<file path="config.mk">
export PLATFORM = sky130hd
export DESIGN_NAME = pong_draw_datapath
export DESIGN_NICKNAME = d
export VERILOG_FILES = /design/src/rtl/pong_draw_pkg.sv /design/src/rtl/pong_draw_datapath_frame_delay_counter.sv /design/src/rtl/pong_draw_datapath.sv
export SDC_FILE = /design/constraint.sdc
export NUM_CORES = 1
export LEC_CHECK = 0
export ABC_CLOCK_PERIOD_IN_PS = 2350
export CAP_MARGIN = 20
export CORE_MARGIN = 4
export CORE_UTILIZATION = 50
export CTS_CLUSTER_DIAMETER = 100
export CTS_CLUSTER_SIZE = 10
export DETAILED_ROUTE_END_ITERATION = 8
export GPL_ROUTABILITY_DRIVEN = 0
export PLACE_DENSITY_LB_ADDON = 0.08
export SLEW_MARGIN = 20
export SYNTH_ARGS = -nofsm -noshare
export SYNTH_HDL_FRONTEND = slang
export SYNTH_SLANG_ARGS = --single-unit
</file>
<file path="constraint.sdc">
create_clock -name clock -period 2.35 [get_ports clock]
set_input_delay 0.3525 -clock clock [delete_from_list [all_inputs] [get_ports clock]]
set_output_delay 0.3525 -clock clock [all_outputs]
set_load 0.01 [all_outputs]
</file>
<file path="src/rtl/pong_draw_pkg.sv">
// Shared constants for the Motion Pong draw path.
// Screen geometry, sprite sizes, frame timing and colours.
package pong_draw_pkg;

  localparam int SCREEN_W = 160;
  localparam int SCREEN_H = 120;
  localparam int SCR_X_W  = 8;
  localparam int SCR_Y_W  = 7;
  localparam int SCR_COL_W = 3;

  localparam int PADDLE_W = 4;
  localparam int PADDLE_H = 4;
  localparam int BALL_W   = 4;
  localparam int BALL_H   = 4;

  // 60 Hz frame tick at a 50 MHz clock.
  localparam int DEF_WAIT_CYCLES = 833333;

  localparam logic [SCR_COL_W-1:0] COLOUR_BLACK = 3'b000;
  localparam logic [SCR_COL_W-1:0] COLOUR_WHITE = 3'b111;

  function automatic int cnt_w(input int n);
    return (n > 1) ? $clog2(n) : 1;
  endfunction

endpackage

</file>
<file path="src/rtl/pong_draw_datapath_frame_delay_counter.sv">
// Frame-delay counter: pulses waited once every WAIT_CYCLES
// enabled cycles; dropping enable restarts the count.
import pong_draw_pkg::*;

module frame_delay_counter #(
  parameter int WAIT_CYCLES = DEF_WAIT_CYCLES
) (
  input  logic clock,
  input  logic resetn,
  input  logic enable,
  output logic waited
);

  localparam int CW = cnt_w(WAIT_CYCLES);
  localparam logic [CW-1:0] LAST = CW'(WAIT_CYCLES - 1);

  logic [CW-1:0] r_cnt;
  logic          w_last;

  assign w_last = (r_cnt == LAST);

  always_ff @(posedge clock) begin
    if (!resetn)
      r_cnt <= '0;
    else if (!enable || w_last)
      r_cnt <= '0;
    else
      r_cnt <= r_cnt + 1'b1;
  end

  assign waited = enable & w_last;

endmodule

</file>
<file path="src/rtl/pong_draw_datapath.sv">
// Sprite draw datapath: walks a W x H sprite from a loaded
// base, emitting VGA pixels, and times the frame delay.
import pong_draw_pkg::*;

module pong_draw_datapath #(
  parameter int SPR_W       = BALL_W,
  parameter int SPR_H       = BALL_H,
  parameter int WAIT_CYCLES = DEF_WAIT_CYCLES,
  parameter int X_W         = SCR_X_W,
  parameter int Y_W         = SCR_Y_W,
  parameter int COL_W       = SCR_COL_W,
  parameter logic [COL_W-1:0] BG_COLOUR = '0
) (
  input  logic             clock,
  input  logic             resetn,
  input  logic             ld_x,
  input  logic             ld_y,
  input  logic [X_W-1:0]   x_in,
  input  logic [Y_W-1:0]   y_in,
  input  logic [COL_W-1:0] colour_in,
  input  logic             plot_in,
  input  logic             enable_pos,
  input  logic             enable_wait,
  input  logic             sel_col,
  output logic [X_W-1:0]   x_out,
  output logic [Y_W-1:0]   y_out,
  output logic [COL_W-1:0] colour_out,
  output logic             plot_out,
  output logic             done,
  output logic             waited
);

  localparam int OXW = cnt_w(SPR_W);
  localparam int OYW = cnt_w(SPR_H);
  localparam logic [OXW-1:0] LAST_X = OXW'(SPR_W - 1);
  localparam logic [OYW-1:0] LAST_Y = OYW'(SPR_H - 1);

  logic [X_W-1:0]   r_x_base;
  logic [Y_W-1:0]   r_y_base;
  logic [COL_W-1:0] r_col;
  logic [OXW-1:0]   r_off_x;
  logic [OYW-1:0]   r_off_y;

  logic [OXW-1:0]   w_nx;
  logic [OYW-1:0]   w_ny;
  logic             w_last_x;
  logic             w_last_y;

  assign w_last_x = (r_off_x == LAST_X);
  assign w_last_y = (r_off_y == LAST_Y);

  always_ff @(posedge clock) begin
    if (!resetn) begin
      r_x_base <= '0;
      r_y_base <= '0;
      r_col    <= '0;
    end else begin
      if (ld_x) begin
        r_x_base <= x_in;
        r_col    <= colour_in;
      end
      if (ld_y)
        r_y_base <= y_in;
    end
  end

  // Raster order: x fastest, then y; last pixel wraps to (0,0).
  always_comb begin
    w_nx = '0;
    w_ny = '0;
    unique case (1'b1)
      !enable_pos: begin
        w_nx = '0;
        w_ny = '0;
      end
      enable_pos && !w_last_x: begin
        w_nx = r_off_x + 1'b1;
        w_ny = r_off_y;
      end
      enable_pos && w_last_x && !w_last_y: begin
        w_nx = '0;
        w_ny = r_off_y + 1'b1;
      end
      default: begin
        w_nx = '0;
        w_ny = '0;
      end
    endcase
  end

  always_ff @(posedge clock) begin
    if (!resetn) begin
      r_off_x <= '0;
      r_off_y <= '0;
    end else begin
      r_off_x <= w_nx;
      r_off_y <= w_ny;
    end
  end

  assign x_out      = r_x_base + X_W'(r_off_x);
  assign y_out      = r_y_base + Y_W'(r_off_y);
  assign colour_out = sel_col ? BG_COLOUR : r_col;
  assign plot_out   = plot_in;
  assign done       = enable_pos & w_last_x & w_last_y;

  frame_delay_counter #(
    .WAIT_CYCLES(WAIT_CYCLES)
  ) u_wait (
    .clock (clock),
    .resetn(resetn),
    .enable(enable_wait),
    .waited(waited)
  );

endmodule

</file>
### Word level (Yosys, flattened, before mapping)

Cells that the tools add are included.

| storage, ports and cells | value |
|---|---|
| flip-flop bits (word level) | 42 |
| output and inout bits | 21 |
| word-level logic and storage cells | 29 |

| cells by class | value |
|---|---|
| add/sub/neg operators | 5 |
| equality and inequality tests | 3 |
| muxes and demuxes | 2 |
| bitwise gates (word level) | 4 |
| reduce and logical (&&, ||, !) cells | 9 |

Operators by type and width:

| kind | count |
|---|---|
| adder 20 x 1 -> 20 bit (second input constant) | 1 |
| == test 20 bit (second input constant) | 1 |
| adder 8 x 2 -> 8 bit | 1 |
| adder 7 x 2 -> 7 bit | 1 |
| adder 2 x 1 -> 2 bit (second input constant) | 2 |
| == test 2 bit (second input constant) | 2 |
| case mux 2 bit (2 select lines) | 1 |
| AND 1 bit | 3 |
| logical AND 1 bit | 3 |
| logical NOT 1 bit | 3 |
| 2-to-1 mux 3 bit | 1 |
| AND reduction 2 bit | 1 |
| OR reduction 2 bit | 1 |
| logical OR 1 bit | 1 |
| NOT 1 bit | 1 |

### Longest topological paths before layout

| logic depth | value |
|---|---|
| depth after elaboration | 4 |
| mapped depth | 6 |
| depth with buffers taken out | 6 |

### Hierarchy

From an unflattened synthesis, not the netlist that was laid out.

| unflattened totals | value |
|---|---|
| cells, all modules | 222 |
| area total of the unflattened synthesis | 2073.2 um^2 |

By module, submodules not included:

| module | instances | cells each | area an instance (um^2) | seq. area each (um^2) |
|---|---|---|---|---|
| pong_draw_datapath | 1 | 112 | 1136.1 | 440.4 |
| frame_delay_counter | 1 | 110 | 937.1 | 400.4 |

### Worst setup path after synthesis

OpenSTA, ideal clock, no wires.

| path | value |
|---|---|
| kind | register to output |
| start point | reg r_off_y[0] |
| end point | out y_out[6] |
| data arrival time | 1456 ps |
| required time | 1997 ps |
| path slack | 541 ps |
| stages on the path, launching flop included | 7 |
| cell sequence | dfxtp_1 ha_1 inv_1 fa_1 nor2b_1 nand4_1 xnor2_1 |

| on the way | value |
|---|---|
| word-level cells in the longest chain between the ends | 1 |

RTL lines:

| item | RTL line | source |
|---|---|---|
| start: declaration | pong_draw_datapath.sv:42 | `logic [OYW-1:0] r_off_y;` |
| start signal: assignment | pong_draw_datapath.sv:97 | `r_off_y <= w_ny;` |
| adder 7 x 2 -> 7 bit | pong_draw_datapath.sv:102 | `assign y_out = r_y_base + Y_W'(r_off_y);` |
| end: declaration | pong_draw_datapath.sv:26 | `output logic [Y_W-1:0] y_out,` |

No other way between the ends.

### Worst setup path in the final report

| path | value |
|---|---|
| start point | reg r_off_y[0] |
| end point | out y_out[2] |

The elaborated chain is that of the path after synthesis.

==> results.cfg <==
[global_routing]
grt_pass1_wl_microns = 7220
gr-usage-all-layers_pct = 17.4
grt_max_degree = 20
overflow = 0
grt_antenna_before_repair = 0
grt_pass1_vias = 1671

[routing]
via_per_inst = 5.04
route.detailed.drc = 0
postRouteAntennaNets = 0
dr_total_vias = 1690
drt-initial-drc-count = 37
dr.pass1.iters = 6
wl_microns = 4360
wire_per_inst_microns = 13.0

[synthesis]
synth_area_leaders = dfxtp_1 (40%), mux2i_1 (9.1%), xnor2_1 (8.3%), nor2b_1 (7.1%), ha_1 (4.8%)
synth.cells.most_frequent = dfxtp_1 (42), nor2_1 (26), nor2b_1 (24)
synth_top_area_share_pct = 40.0
seq_area_frac_synth_pct = 40.0
ys.warnings.count = 0
synth.distinct_cells = 32
synthCells = 226
synth.most_common_cell = dfxtp_1
synth_area_per_cell_sq_um = 9.30
synth_area_sq_mm = 0.00210
synth_flop_cell = dfxtp_1
synth_async_sr_flop_share_pct = 0
ys_ff_latch = 42
yosys.area.top_type = dfxtp_1
synth-edff-count = 0
synth_fp_nets = 262

[timing]
fin_ws_ns = 0.0813
timing.final.max_slew_violations = 0
finalHoldViolations = 0
final.setup.tns_ns = 0
fin_crit_ns = 2.27
tightest_slew_ns = 0.623
setup_viol = 0
finClkSkew_ns = 0.00567
fmax_mhz = 441
slew_headroom_pct = 58.1
layout_worst_path_cycle_share_pct = 96.5

[clock_tree]
cts_made_buffers = 5
clockBufferDepth = 2
cts.sinks = 42
clk_pin_slew_ns = 0.08
htreeDepth = 2
clk_latency_ns = 0.29
root_buffer = clkbuf_8
cts_tree = yes

[min_path]
min_path_cells = 1
holdCritPathClass = flip-flop to flip-flop

[critical_path]
cp_max_fo = 2
path_class = flip-flop to primary output
r2r_cells = 5
path_cells = ha_4 -> inv_2 -> fa_2 -> xnor2_1 -> clkdlybuf4s50_1
max_stage_delay_ns = 0.55
crit_family = buffers and inverters
slowest_stage = clkdlybuf4s50_1
worstPathArrival_ns = 1.92
end_kind = primary output
start_kind = flip-flop
cp.depth = 5
rrSetupSlack_ns = 0.39
worst-path-buf-inv = 2
worstPathRequired_ns = 2.00

[floorplanning]
die_x_microns = 72.8
ioPinCount = 47
die_area_sq_mm = 0.00530
rows = 23
start_util_pct = 52.1
die_height_microns = 72.8
core_sq_mm = 0.00403

[final_layout]
synthToLayoutAreaGrowth_pct = 32.7
fin_nets = 320
nFillCells = 345
finalInstanceArea_sq_mm = 0.00279
drive_gt1_share_pct = 14.4
antenna_cells = 0
utilization_pct = 69.2

[outcome]
outcome = completed

[job]
cap_violations = 0

[pwr]
p_leak_nw = 1.10
p_per_area_mw_per_mm2 = 500
ir_worst_vdd_v = 0.000345

[placed_design]
numPortBuffers = 44
preCtsSetupSlack_ns = 0.0361
placed_area_sq_mm = 0.00264
hpwl_microns = 3170
## registers in the layout (all words and copies together), names as in the netlist
signal / count
r_x_base: 8
r_off_y: 2
r_y_base: 7
u_wait.r_cnt: 20
r_off_x: 2
r_col: 3
## cells by family (layout without fill, tap and decap cells)
| family | Yosys count | in the layout | share of synthesized area [%] |
|---|---|---|---|
| AO/OA/AOI/OAI | 10 | 10 | 3.45 |
| XOR/XNOR | 26 | 26 | 10.8 |
| adder cells (fa/ha/maj) | 10 | 10 | 6.67 |
| buffers and inverters | 22 | 81 | 4.53 |
| flip-flops | 42 | 42 | 40.0 |
| multiplexers | 19 | 19 | 9.05 |
| AND/OR/NAND/NOR | 97 | 97 | 25.4 |
## report_power, final
part	switching, mW	internal [mW]	leakage [nW]
Sequential	0.0190	0.733	0.344
Clock	0.237	0.237	0.0482
Combinational	0.0646	0.104	0.704
Total	0.320	1.07	1.10
## path summary, 6_finish.rpt
path / from / endpoint
setup / recovery: r_off_y[0] / y_out[2]
hold reg to reg: r_off_x[0] / r_off_x[0]
hold / removal: r_off_x[0] / r_off_x[0]
setup reg to reg: u_wait.r_cnt[0] / u_wait.r_cnt[18]
## per-layer routing
layer | routed length, microns | GRT usage (%) | vias up
li1 | - | - | 871
met1 | 1880 | 20.2 | 776
met2 | 2160 | 29.1 | 34
met3 | 226 | 5.51 | 9
met4 | 95 | 8.20 | 0
met5 | 0 | 0 | -
## layout make-up
| type | instances | area [sq um] | area share (%) |
|---|---|---|---|
| clock inverters | 1 | 5.00 | 0.180 |
| multi-input cells | 162 | 1200 | 43.1 |
| inverters | 15 | 56.3 | 2.02 |
| clock buffers | 7 | 86.3 | 3.10 |
| flip-flops and latches | 42 | 846 | 30.3 |
| well taps | 50 | 62.6 | 2.24 |
| repair buffers | 58 | 529 | 19.0 |
## repair_timing
action,4_1_cts,5_1_grt
setup buffers,3,2
resized for setup,17,14
pin swaps,0,4
endpoints found under the setup margin,9,8
hold buffers,0,0
hold endpoints to repair,0,0
## cells in the final DEF, fill, tap and decap left out, types with 2 or more instances in the layout
cell,Yosys,final
inv_1,15,14
xor2_1,6,6
nor3_1,5,5
dlymetal6s2s_1,0,2
xnor2_1,20,20
nand2_1,8,8
clkbuf_8,0,6
nand3_1,8,8
or4_1,2,2
and3_1,2,2
dfxtp_2,0,4
nor2_1,26,25
or3_1,2,2
clkdlybuf4s50_1,0,34
clkbuf_2,0,2
a21oi_1,6,5
dfxtp_1,42,38
buf_4,1,14
mux2i_1,19,19
and2_1,2,2
ha_1,8,6
nand4_1,5,5
nor4_1,6,5
nor2b_1,24,23
dlygate4sd2_1,0,5
o21ai_0,3,3
## worst reg2reg max path: stages (launching register included)
cell     delay (ns)
dfxtp_1        0.42
ha_1           0.23
nand3_2        0.20
or4_1          0.57
or3_1          0.36
a21oi_1        0.13
## through the flow
step / instances / hold WS (ns) / total power [mW]
final: 335 / 0.441 / 1.39
after global routing: 335 / 0.455 / 1.46
after CTS: 334 / 0.472 / 1.41
after detailed placement: 323 / 0.460 / 0.943
after global placement: 323 / 0.446 / 0.939
after floorplan: 226 / 0.431 / 0.849
Power figures use the tool's default switching activity.
